`src/rtl/fetch_unit.sv`:
```
// Instruction fetch stage: owns the PC, keeps one read in flight to instruction
// memory and buffers returned words with their addresses toward decode.
module fetch_unit #(
  parameter logic [31:0] RESET_VECTOR = 32'h0000_0000,
  parameter int unsigned BUFFER_DEPTH = 2
) (
  input  logic        clock,
  input  logic        nreset,
  output logic        mem_req_valid,
  input  logic        mem_req_ready,
  output logic [31:0] mem_req_address,
  input  logic        mem_resp_valid,
  input  logic [31:0] mem_resp_data,
  input  logic        mem_resp_error,
  output logic        decode_valid,
  input  logic        decode_ready,
  output logic [31:0] decode_instruction,
  output logic [31:0] decode_address,
  input  logic        redirect_valid,
  input  logic [31:0] redirect_address,
  output logic        fault,
  output logic [31:0] fault_address
);

  localparam int unsigned PTR_W = (BUFFER_DEPTH > 1) ? $clog2(BUFFER_DEPTH) : 1;
  localparam int unsigned CNT_W = $clog2(BUFFER_DEPTH + 1);
  localparam logic [PTR_W-1:0] LAST_PTR  = PTR_W'(BUFFER_DEPTH - 1);
  localparam logic [CNT_W-1:0] DEPTH_CNT = CNT_W'(BUFFER_DEPTH);

  typedef enum logic [1:0] {
    ST_REQUEST = 2'd0,
    ST_WAIT    = 2'd1,
    ST_FAULT   = 2'd2
  } state_e;

  typedef struct packed {
    logic [31:0] instr;
    logic [31:0] addr;
  } fetch_entry_t;

  state_e             state_q, state_d;
  logic [31:0]        pc_q, pc_d;
  logic               discard_q, discard_d;
  logic               fault_q, fault_d;
  logic [31:0]        fault_addr_q, fault_addr_d;
  logic [PTR_W-1:0]   rd_ptr_q, rd_ptr_d;
  logic [PTR_W-1:0]   wr_ptr_q, wr_ptr_d;
  logic [CNT_W-1:0]   count_q, count_d;
  fetch_entry_t       fifo_q [BUFFER_DEPTH];

  logic req_fire, redir_take, outstanding, pop, push, flush;

  function automatic logic [PTR_W-1:0] ptr_inc(input logic [PTR_W-1:0] p);
    return (p == LAST_PTR) ? '0 : p + PTR_W'(1);
  endfunction

  // A request only goes out when its response is guaranteed a FIFO slot.
  assign mem_req_valid      = nreset && (state_q == ST_REQUEST) && (count_q < DEPTH_CNT);
  assign mem_req_address    = pc_q;
  assign decode_valid       = (count_q != '0);
  assign decode_instruction = fifo_q[rd_ptr_q].instr;
  assign decode_address     = fifo_q[rd_ptr_q].addr;
  assign fault              = fault_q;
  assign fault_address      = fault_addr_q;

  assign req_fire    = mem_req_valid && mem_req_ready;
  assign redir_take  = redirect_valid && !fault_q && (state_q != ST_FAULT);
  assign outstanding = ((state_q == ST_WAIT) && !mem_resp_valid) || req_fire;
  assign pop         = decode_valid && decode_ready;

  always_comb begin
    state_d      = state_q;
    pc_d         = pc_q;
    discard_d    = discard_q;
    fault_d      = fault_q;
    fault_addr_d = fault_addr_q;
    push         = 1'b0;
    flush        = 1'b0;
    if (redir_take) begin
      flush     = 1'b1;
      pc_d      = redirect_address;
      discard_d = outstanding;
      state_d   = outstanding ? ST_WAIT : ST_REQUEST;
      if (redirect_address[1:0] != 2'b00) begin
        fault_d      = 1'b1;
        fault_addr_d = redirect_address;
        // With a read still in flight, wait out its response before halting.
        if (!outstanding) state_d = ST_FAULT;
      end
    end else begin
      case (state_q)
        ST_REQUEST: if (req_fire) state_d = ST_WAIT;
        ST_WAIT: begin
          if (mem_resp_valid) begin
            if (discard_q) begin
              discard_d = 1'b0;
              state_d   = fault_q ? ST_FAULT : ST_REQUEST;
            end else if (mem_resp_error) begin
              fault_d      = 1'b1;
              fault_addr_d = pc_q;
              state_d      = ST_FAULT;
            end else begin
              push    = 1'b1;
              pc_d    = pc_q + 32'd4;
              state_d = ST_REQUEST;
            end
          end
        end
        default: ;
      endcase
    end
  end

  always_comb begin
    rd_ptr_d = rd_ptr_q;
    wr_ptr_d = wr_ptr_q;
    count_d  = count_q;
    if (flush) begin
      rd_ptr_d = '0;
      wr_ptr_d = '0;
      count_d  = '0;
    end else begin
      if (push) wr_ptr_d = ptr_inc(wr_ptr_q);
      if (pop)  rd_ptr_d = ptr_inc(rd_ptr_q);
      if (push && !pop)      count_d = count_q + CNT_W'(1);
      else if (pop && !push) count_d = count_q - CNT_W'(1);
    end
  end

  always_ff @(posedge clock or negedge nreset) begin
    if (!nreset) begin
      state_q      <= ST_REQUEST;
      pc_q         <= RESET_VECTOR;
      discard_q    <= 1'b0;
      fault_q      <= 1'b0;
      fault_addr_q <= '0;
      rd_ptr_q     <= '0;
      wr_ptr_q     <= '0;
      count_q      <= '0;
    end else begin
      state_q      <= state_d;
      pc_q         <= pc_d;
      discard_q    <= discard_d;
      fault_q      <= fault_d;
      fault_addr_q <= fault_addr_d;
      rd_ptr_q     <= rd_ptr_d;
      wr_ptr_q     <= wr_ptr_d;
      count_q      <= count_d;
    end
  end

  // Storage carries no reset; only entries below count are ever observed.
  always_ff @(posedge clock) begin
    if (push) fifo_q[wr_ptr_q] <= '{instr: mem_resp_data, addr: pc_q};
  end

endmodule

```
`config.mk`:
```
export PLATFORM = sky130hd
export DESIGN_NAME = fetch_unit
export DESIGN_NICKNAME = d
export VERILOG_FILES = /design/src/rtl/fetch_unit.sv
export SDC_FILE = /design/constraint.sdc
export NUM_CORES = 1
export LEC_CHECK = 0
export BUFFER_PORTS_ARGS = -buffer_cell sky130_fd_sc_hd__buf_2
export CAP_MARGIN = 20
export CORE_MARGIN = 2
export CORE_UTILIZATION = 49
export CTS_CLUSTER_DIAMETER = 120
export CTS_CLUSTER_SIZE = 14
export DETAILED_ROUTE_END_ITERATION = 16
export PLACE_DENSITY = 0.86
export SLEW_MARGIN = 20
export SYNTH_ARGS = -nofsm -noshare
export SYNTH_HDL_FRONTEND = slang
export SYNTH_SLANG_ARGS = --single-unit
```
`constraint.sdc`:
```
create_clock -name clock -period 6.09 [get_ports clock]
set_input_delay 0.609 -clock clock [delete_from_list [all_inputs] [get_ports clock]]
set_output_delay 0.609 -clock clock [all_outputs]
set_load 0.05 [all_outputs]
```
==> key figures <==
Power
  – Peak supply drop: 0.0002808 V
  – Power density cells: 529.0 nW/um^2
  – Leakage power figure: 4.010 nW
  – Total power: 0.005478 W

Yosys
  – Yosys warns: 0
  – Yosys top cell by area: edfxtp_1
  – Number of flops mapped to enable cells by yosys: 128
  – Post-Syn Area: around 8500 sq um
  – Syn nets: approximately 650
  – Post-Synthesis Cells: 580
  – Netlist cell types: 49
  – Largest cells by area after synthesis: edfxtp_1 45%, dfrtp_1 21%, mux2_2 16%, nand2_1 1.3%, or4_1 1.2%
  – FFs w/ async S/R, synth: 36.00%
  – Synth Area per Inst: 14.74 sq um
  – Sequential share of the synthesized area: between 60% and 70%
  – Post-synth top flop: edfxtp_1
  – Post-synth top area share: 44.96%
  – Post-synthesis register bit count: 200

Route
  – DR top layer: met5
  – Routed length on met2: 9.374 mm
  – Via Count: 5753
  – Drt total wl: 19.49 mm
  – DR WL/cell: 19.20 microns
  – Number of remaining DRC errors: 0
  – DRT met1 WL: 7.927 mm
  – Wire length on met3: roughly 1.6 mm
  – Initial DRC Count: 539
  – Number of detailed-route iterations in the first pass: 5
  – Routed Antenna Nets: 0
  – Routed vias/inst: roughly 5.7

Critical path
  – CP delay by family, top: simple AND/OR/NAND/NOR gates
  – Setup CP Type: register to register
  – Nature of the critical path startpoint: register
  – Worst Path Required: between 6 and 7 ns
  – Levels on crit path: 4
  – Worst Path Buf+Inv: 1
  – Crit-path cells: nand4bb_1, nor2_1, and3_2, buf_4
  – CP max stage delay: 0.79 ns
  – Worst Setup End Kind: register
  – Worst r2r path cells: 4
  – Slowest stage cell, crit path: and3_2
  – Crit path max fanout: 33
  – Critical path arrival: between 3 and 4 ns

Global route
  – Largest net degree at the start of global routing: 74
  – Vias in the first global route: 5461
  – Initial antenna violation count: 1
  – GR Util All Layers: 20.93%
  – First-pass GRT wire length: around 29 mm
  – Total gr overflow: 0

Placed design
  – GPL Wtd Cong: 0.8945
  – Detailed Place HPWL: 13.18 mm
  – IO buf count: 201
  – Cell Area, Placed: 9776 sq um

Clock network
  – Setup Buffers After CTS: 0
  – CTS Sinks: 200
  – Clk root buf: clkbuf_16
  – Clock tree from TritonCTS: built
  – # resized after CTS: 0
  – Clock Latency Late Sink: roughly 0.43 ns
  – CTS HTree Levels: 4
  – Clk buf depth: 2
  – Total CTS buffers: 17
  – # hold bufs at CTS: 0
  – CTS clock-pin slew for the worst setup and hold paths: 0.07 ns

STA
  – Fin. Hold Viols: 0
  – Max-slew violations: 0
  – Setup TNS: 0 ns
  – Final-report setup violation count: 0
  – Max frequency: 0.2983 GHz
  – Clock skew: 0.007464 ns
  – Max-slew headroom: 38.67%
  – RSZ-0062 raised after global routing: no
  – Min cycle time layout: 3.353 ns
  – Period utilization: between 50% and 60%
  – Least-Margin Pin Slew: 0.9199 ns

Cells and area
  – Number of nets in the layout: 849
  – Share of post-route cells with drive strength above 1: a little under half
  – Design area: 10350 sq um
  – Commonest non-fill, non-tap cell in the layout: buf_2
  – Highest-count cells in the layout ignoring fill and taps: 201 x buf_2, 128 x edfxtp_1, 124 x mux2_2, 71 x dfrtp_1, 29 x nand2_1
  – # diodes: 0
  – Area growth from synthesis to layout: 21.12%

Hold path
  – Worst Hold Class: primary input to register
  – Hold-critical path depth: 1

Floorplanning
  – Cell row count: 48
  – Chip width: 136.1 microns
  – Die area: 18520 sq um
  – Die Y: 136.1 microns
  – I/O Pins: 202
  – Core area: ~17000 sq um
  – Initial Util: between 40% and 50%

Status
  – Status: complete, no violations

Flow run
  – Max-Cap Viols: 0
-- synthesized netlist by cell type (9+ instances only) --
library cell and number:
a31oi_1 15, buf_2 10, clkbuf_1 18, dfrtp_1 72, edfxtp_1 128, mux2_2 124, nand2_1 29, nand3_1 14
nand4_1 9, nor2_1 23, o21ai_0 15, o31ai_1 10, or4_1 14, xnor2_1 10
-- flip-flops by register name (all words and copies together) (netlist names) --
| register | count |
|---|---|
| mem_req_address | 32 |
| discard_q | 1 |
| state_q | 2 |
| count_q | 2 |
| wr_ptr_q | 1 |
| rd_ptr_q | 1 |
| fifo_q | 128 |
| fault_address | 32 |
| fault | 1 |
-- through the flow --
stage / utilization, % / hold slack (ns) / instances / worst slack (ns)
after detailed placement: 56.91 / 0.4907 / 983 / 2.558
after global routing: 60.29 / 0.3440 / 1015 / 2.546
after global placement: 56.91 / 0.4883 / 983 / 2.689
after floorplan: - / 0.3134 / 580 / 1.573
final: 60.29 / 0.3700 / 1015 / 2.737
after CTS: 60.29 / 0.3516 / 1015 / 2.725
-- metal layers --
layer	vias up	track usage, %
met3	50	6.152
met1	2797	26.97
li1	2626	-
met4	2	9.606
met2	278	32.80
met5	-	0
-- report_power, final --
part / switching, W / internal (W) / total (W)
sequential: 0.000355 / 0.00172 / 0.00208
clock: 0.000494 / 0.000609 / 0.00110
combinational: 0.00163 / 0.000667 / 0.00230
total: 0.00248 / 0.00300 / 0.00548
-- final cells by class --
| class | count | area, sq um |
|---|---|---|
| Sequential cell | 200 | 5647 |
| Inverter | 7 | 26.28 |
| Timing Repair Buffer | 208 | 1059 |
| Clock buffer | 18 | 429.2 |
| Multi-Input combinational cell | 343 | 2763 |
| Tap cell | 225 | 281.5 |
| Fill cell | 1354 | 6822 |
| Clock inverter | 14 | 150.1 |
-- cells by family (layout without fill, tap and decap cells) --
group | Yosys count | count (layout) | share of synthesized area, %
xor gates and xnor gates | 13 | 13 | 1.332
and+or+nand+nor | 133 | 133 | 8.693
DFF | 200 | 200 | 66.03
buffers and inverters | 37 | 247 | 1.815
adders and majority gates | 1 | 1 | 0.1463
AOI/OAI and AO/OA | 67 | 67 | 5.064
muxes | 129 | 129 | 16.92
-- path summary, 6_finish.rpt --
path,from,end,slack (ns)
worst max-delay path,state_q[1],fifo_q[1][49],2.74
worst min-delay path,mem_resp_data[31],fifo_q[1][63],0.37
worst max register to register,state_q[1],fifo_q[1][49],2.74
worst min register to register,fault_address[3],fault_address[3],0.50
max in group asynchronous,nreset,rd_ptr_q,5.06
min in group asynchronous,nreset,fault_address[3],0.39
Note: power is estimated with default switching activity, not from simulation.
